**src/rtl/bcd_pkg.sv**
```systemverilog
// Shared types and constants for the serial BCD adder/subtractor.
// Holds the FSM state type, decimal constants and a digit validity helper.
package bcd_pkg;

    localparam int unsigned BCD_MAX    = 9;
    localparam int unsigned BCD_CORR   = 6;
    localparam int unsigned DIGITS_MAX = 16;

    typedef enum logic [1:0] {
        StIdle,
        StRun,
        StDone
    } state_e;

    function automatic logic digit_bad(input logic [3:0] d);
        return d > 4'(BCD_MAX);
    endfunction

endpackage

```
**src/rtl/bcd_digit_add.sv**
```systemverilog
// Single-digit decimal adder: binary sum of two nibbles plus carry,
// corrected back into BCD when it exceeds nine.
module bcd_digit_add
    import bcd_pkg::*;
(
    input  logic [3:0] a_i,
    input  logic [3:0] op_i,
    input  logic       cin,
    output logic [3:0] digit,
    output logic       cout
);

    logic [4:0] t;

    always_comb begin
        t     = {1'b0, a_i} + {1'b0, op_i} + {4'b0000, cin};
        digit = t[3:0];
        cout  = 1'b0;
        if (t > 5'(BCD_MAX)) begin
            digit = t[3:0] + 4'(BCD_CORR);
            cout  = 1'b1;
        end
    end

endmodule

```
**src/rtl/bcd_addsub_serial.sv**
```systemverilog
// Digit-serial packed-BCD adder/subtractor with valid/ready handshakes.
// One decimal digit per RUN cycle through a single shared digit adder.
module bcd_addsub_serial
    import bcd_pkg::*;
#(
    parameter int unsigned DIGITS = 4
) (
    input  logic                  clk,
    input  logic                  rst_n,
    input  logic                  in_valid,
    output logic                  in_ready,
    input  logic [4*DIGITS-1:0]   a,
    input  logic [4*DIGITS-1:0]   b,
    input  logic                  sub,
    output logic                  out_valid,
    input  logic                  out_ready,
    output logic [4*DIGITS-1:0]   sum,
    output logic                  cout,
    output logic                  err
);

    localparam int unsigned W    = 4 * DIGITS;
    localparam int unsigned IdxW = (DIGITS > 1) ? $clog2(DIGITS) : 1;

    state_e          state_q, state_d;
    logic [W-1:0]    a_q, a_d;
    logic [W-1:0]    b_q, b_d;
    logic            sub_q, sub_d;
    logic [IdxW-1:0] idx_q, idx_d;
    logic            carry_q, carry_d;
    logic [W-1:0]    sum_q, sum_d;
    logic            cout_q, cout_d;
    logic            err_q, err_d;

    logic [3:0]      a_dig;
    logic [3:0]      b_dig;
    logic [3:0]      op_dig;
    logic [3:0]      res_dig;
    logic            res_carry;
    logic            in_err;

    always_comb begin
        in_err = 1'b0;
        for (int i = 0; i < int'(DIGITS); i++) begin
            if (digit_bad(a[4*i +: 4]) || digit_bad(b[4*i +: 4])) begin
                in_err = 1'b1;
            end
        end
    end

    // Subtraction adds the nine's complement of B with carry-in preset to 1.
    always_comb begin
        a_dig  = a_q[4*int'(idx_q) +: 4];
        b_dig  = b_q[4*int'(idx_q) +: 4];
        op_dig = sub_q ? (4'(BCD_MAX) - b_dig) : b_dig;
    end

    bcd_digit_add u_digit_add (
        .a_i   (a_dig),
        .op_i  (op_dig),
        .cin   (carry_q),
        .digit (res_dig),
        .cout  (res_carry)
    );

    always_comb begin
        state_d = state_q;
        a_d     = a_q;
        b_d     = b_q;
        sub_d   = sub_q;
        idx_d   = idx_q;
        carry_d = carry_q;
        sum_d   = sum_q;
        cout_d  = cout_q;
        err_d   = err_q;
        unique case (state_q)
            StIdle: begin
                if (in_valid) begin
                    a_d     = a;
                    b_d     = b;
                    sub_d   = sub;
                    idx_d   = '0;
                    carry_d = sub;
                    err_d   = in_err;
                    state_d = StRun;
                end
            end
            StRun: begin
                sum_d[4*int'(idx_q) +: 4] = res_dig;
                carry_d = res_carry;
                if (idx_q == IdxW'(DIGITS - 1)) begin
                    cout_d  = res_carry;
                    state_d = StDone;
                end else begin
                    idx_d = idx_q + IdxW'(1);
                end
            end
            StDone: begin
                if (out_ready) begin
                    state_d = StIdle;
                end
            end
            default: state_d = StIdle;
        endcase
    end

    always_ff @(posedge clk) begin
        if (!rst_n) begin
            state_q <= StIdle;
            a_q     <= '0;
            b_q     <= '0;
            sub_q   <= 1'b0;
            idx_q   <= '0;
            carry_q <= 1'b0;
            sum_q   <= '0;
            cout_q  <= 1'b0;
            err_q   <= 1'b0;
        end else begin
            state_q <= state_d;
            a_q     <= a_d;
            b_q     <= b_d;
            sub_q   <= sub_d;
            idx_q   <= idx_d;
            carry_q <= carry_d;
            sum_q   <= sum_d;
            cout_q  <= cout_d;
            err_q   <= err_d;
        end
    end

    assign in_ready  = (state_q == StIdle);
    assign out_valid = (state_q == StDone);
    assign sum       = sum_q;
    assign cout      = cout_q;
    assign err       = err_q;

endmodule
```
**config.mk**
```make
export PLATFORM = sky130hd
export DESIGN_NAME = bcd_addsub_serial
export DESIGN_NICKNAME = d
export VERILOG_FILES = /design/src/rtl/bcd_pkg.sv /design/src/rtl/bcd_digit_add.sv /design/src/rtl/bcd_addsub_serial.sv
export SDC_FILE = /design/constraint.sdc
export NUM_CORES = 1
export LEC_CHECK = 0
export CORE_ASPECT_RATIO = 2
export CORE_MARGIN = 2
export CORE_UTILIZATION = 46
export CTS_BUF_LIST = sky130_fd_sc_hd__clkbuf_16
export CTS_CLUSTER_DIAMETER = 50
export DETAILED_ROUTE_END_ITERATION = 8
export GPL_ROUTABILITY_DRIVEN = 0
export PLACE_DENSITY_LB_ADDON = 0.15
export SYNTH_ARGS = -nofsm -noshare
export SYNTH_HDL_FRONTEND = slang
export SYNTH_SLANG_ARGS = --single-unit
```
**constraint.sdc**
```tcl
create_clock -name clk -period 3.4 [get_ports clk]
set_input_delay 0.68 -clock clk [delete_from_list [all_inputs] [get_ports clk]]
set_output_delay 0.68 -clock clk [all_outputs]
set_load 0.005 [all_outputs]
```
==> results by stage <==
Run status:
- The run finished with clean final reports.

Clocking:
- The number of levels in the clock H-tree is 2.
- The number of buffers created by CTS is 5.
- After clock tree synthesis, the clock-pin slew on the worst setup and hold paths is 70 ps.
- TritonCTS built the clock tree.
- The number of sinks driven by the clock tree is 56.
- The latest clock arrival within the worst-skew pair is 300 ps.
- The cell sitting at the root of the clock tree is a sky130_fd_sc_hd__clkbuf_16.
- The clock passes through at most 2 buffers.

Drt:
- The routed design has 7.25 mm of wire.
- For this run, design rule violations remaining after detail routing come to 0.
- In this run, the number of DRC markers left after iteration 0 of detailed routing was 132.
- For this block, the via count after detailed routing is 2674.
- The antenna violation net count after detailed routing is 0.
- The per-cell routed wire length is 15.8 um.
- The number of search-and-repair iterations in the first detailed-routing pass is 6.
- Dividing the detail-routed via count by the number of cells gives 5.81.

Yosys:
- Yosys mapped the design onto 47 distinct sky130hd cell types.
- Of all cell types, the one taking the most synthesized area is sky130_fd_sc_hd__dfxtp_1.
- Dividing the synthesized area by the synthesized cell count gives 8.34 um2.
- In the synthesized netlist the dominant register cell turns out to be sky130_fd_sc_hd__dfxtp_1.
- The share of the Yosys chip area taken by registers is 0.403.
- The register bit count reported by yosys is 56.
- The cell area that synthesis handed to floorplanning was 0.00279 mm2.
- The synthesis warning total is 0.
- Counting every instance in the synthesized netlist gives 334.
- In the post-synthesis netlist, the biggest area contributors are sky130_fd_sc_hd__dfxtp_1 40%, sky130_fd_sc_hd__nand2_1 11%, sky130_fd_sc_hd__a21oi_1 7.2%, sky130_fd_sc_hd__mux4_2 6.5%, sky130_fd_sc_hd__ha_1 5.4%.
- The async set-reset flop share out of synthesis is 0.
- The count of flip-flops with a built-in enable after synthesis is 0.
- The share of synthesized area in the top cell type comes to 0.403.
- Synthesis produced a netlist with a net count of 385.

Layout:
- Of the cells placed in the final design, the portion with a size suffix greater than 1 is 0.111.
- Summing all multi-input logic gate instances after layout gives 0.00157 mm2.
- The final layout net count is 448.
- The final core area utilization is 0.618.
- The final instance area is 0.00365 mm2.
- The library cell used most frequently in the layout, excluding fill and tap cells, is sky130_fd_sc_hd__nand2_1.
- The layout filler cell count is 522.
- Compared with the post-synthesis result, the final layout area differs by 31.0%.
- Across the whole layout, storage elements account for 0.00112 mm2.
- The finished layout holds 460 standard cells, fillers aside.
- The number of antenna repair diodes is 0.
- Leaving out fill and tap cells, the most frequent cells in the layout are 82 x sky130_fd_sc_hd__nand2_1, 56 x sky130_fd_sc_hd__clkdlybuf4s50_1, 55 x sky130_fd_sc_hd__dfxtp_1.

Placement:
- The total half-perimeter wirelength after legalization and detailed placement is 5.44 mm.
- The instance area at placement is 0.00346 mm2.
- In this run, placement finished with an instance count of 448.
- Buffers placed on the I/O ports in this run total 56.

Timing:
- Timing would allow up to 299 MHz.
- Setup violations remaining at the end of the flow were counted as 0.
- For the final database, setup skew stands at 5.09 ps.
- In this run the tightest slew margin relative to its limit is 0.435.
- The post-route clock period utilization is 0.983.
- Counting I/O delays and the setup requirement, the final critical path takes 3340 ps.
- The number of endpoints with negative hold slack in the final report is 0.
- The final number of max-transition violations was 0.
- The slew at the pin closest to its max-slew limit is 847 ps.

Min path:
- The launch instance of the worst min-delay path is a_q[9].
- The worst hold path belongs to the class flip-flop to flip-flop.

Worst setup path:
- The maximum cell stage delay along the critical path is 510 ps.
- The cell occurring most often along the worst timing path is sky130_fd_sc_hd__fa_2.
- The signal arrival time at the worst endpoint is 3570 ps.
- The worst setup path is launched from a flip-flop.
- The capturing element type of the critical path is a flip-flop.
- Walking the worst path, the cells encountered are mux4_2, xnor2_1, fa_2, fa_2, xor2_2, ha_1, nand2b_1, a32oi_1, a311o_1, mux2_4, o21ai_1.
- The critical path contains buffers and inverters numbering 0 combined.
- The setup path with the least slack is of type flip-flop to flip-flop.
- The kind of cell adding the most delay to the critical path is adder cells.
- The most critical setup path has its startpoint at idx_q[0].
- The worst register-to-register path begins at idx_q[0].
- Of all nets on the critical path, the largest fanout is 6.
- STA puts the critical path data required time at 3630 ps.
- On the critical path, the stage with the largest delay is an instance of sky130_fd_sc_hd__mux4_2.

Floorplan:
- The starting density of the core is 0.472.
- The number of primary I/O pins is 57.
- The die span in y is 114 um.
- The core region is 0.00591 mm2.
- The horizontal die dimension is 59.0 um.
- The die area is 0.00673 mm2.
- The number of cell rows is 40.

Global route:
- The number of antenna violations at the first check in global routing is 0.
- The first-pass GRT wire length is 11.9 mm.
- The largest net degree at the start of global routing is 34.
- After global routing the overflow that remains totals 0.
- The overall fraction of global-route tracks in use is 0.232.
- The number of global-route vias before repair is 2558.

Pwr:
- The worst-case IR drop observed on VDD is 371 uV.
- Power spread over the standard cell area amounts to 446 mW/mm2.
- In this run the static leakage power is 1.36 nW.

Flow run:
- Max-cap violations in this run came to 0.
==> cell usage after synthesis (all sizes together), types with 2 or more instances <==
library cell,instances
mux4,8
nor2b,3
a21oi,40
dfxtp,56
nor4,2
nand2b,3
o311a,2
nand4b,2
a222oi,2
ha,12
o32a,2
mux2,2
a21o,2
clkbuf,16
a22oi,4
nor3,3
and4,3
xnor2,2
o21ai,20
nand4,5
or3,2
buf,2
nand2,82
a31oi,2
inv,11
nor2,17
fa,2
o211ai,2
nand3,10
==> cells by family (layout without fill, tap and decap cells) <==
group	count (synthesis)	count (layout)	share of synthesized area
compound gates	82	82	0.175
xor+xnor	3	3	0.0121
fa+ha+maj	14	14	0.0683
buf+inv	29	92	0.0395
flops	56	56	0.403
mux	11	11	0.0777
simple gates	139	139	0.225
==> worst register-to-register path, stage by stage (launching register included) <==
cell and delay [ps]:
sky130_fd_sc_hd__dfxtp_4 390, sky130_fd_sc_hd__mux4_2 520, sky130_fd_sc_hd__xnor2_1 160, sky130_fd_sc_hd__fa_2 380
sky130_fd_sc_hd__fa_2 400, sky130_fd_sc_hd__xor2_2 170, sky130_fd_sc_hd__ha_1 190, sky130_fd_sc_hd__nand2b_1 110
sky130_fd_sc_hd__a32oi_1 80, sky130_fd_sc_hd__a311o_1 410, sky130_fd_sc_hd__mux2_4 350, sky130_fd_sc_hd__o21ai_1 130
==> timing repair <==
| action | in CTS | in global routing |
|---|---|---|
| setup endpoints to repair | 0 | 11 |
| resized for setup | 0 | 8 |
| hold buffers | 0 | 0 |
| setup buffers | 0 | 5 |
==> power by group <==
group	internal, mW	switching (mW)
combinational	0.203	0.219
sequential	0.689	0.0212
clock	0.268	0.228
==> cell type report <==
| class | count | area share |
|---|---|---|
| clock inverters | 2 | 0.00343 |
| well taps | 63 | 0.0216 |
| inverters | 11 | 0.0113 |
| multi-input cells | 249 | 0.431 |
| flip-flops and latches | 56 | 0.308 |
| repair buffers | 74 | 0.191 |
| clock buffers | 5 | 0.0343 |
==> state kept, by name (all words and copies together), names as in the netlist <==
signal and flops:
a_q 16, sum 16, carry_q 1, idx_q 2, sub_q 1, cout 1
b_q 16, state_q 2, err 1
==> routing by layer <==
layer  vias to the layer above  track usage  share of wire
met1                      1268        0.279           0.39
met4                         0       0.0985          0.027
li1                       1307            -              -
met5                         -            0              0
met2                        85        0.393           0.53
met3                        14       0.0408          0.051
==> worst paths after layout <==
kind	to	slack (ps)	cells after the start
setup / recovery	sum[10]	60	11
hold / removal	a_q[9]	450	2
setup reg to reg	sum[10]	60	11
hold reg to reg	a_q[9]	450	2
==> metrics by stage <==
| step | setup slack (ps) | hold slack (ps) | power [mW] | setup TNS, ps |
|---|---|---|---|---|
| 2_1_floorplan | 0.432 | 433 | 0.965 | 0 |
| 3_3_place_gp | 111 | 442 | 1.10 | 0 |
| 3_5_place_dp | 21.8 | 443 | 1.11 | 0 |
| 4_1_cts | 6.04 | 453 | 1.61 | 0 |
| 5_1_grt | -23.5 | 477 | 1.71 | -66.4 |
| 6_report | 59.2 | 453 | 1.63 | 0 |
Note: power is estimated with default switching activity, not from simulation.
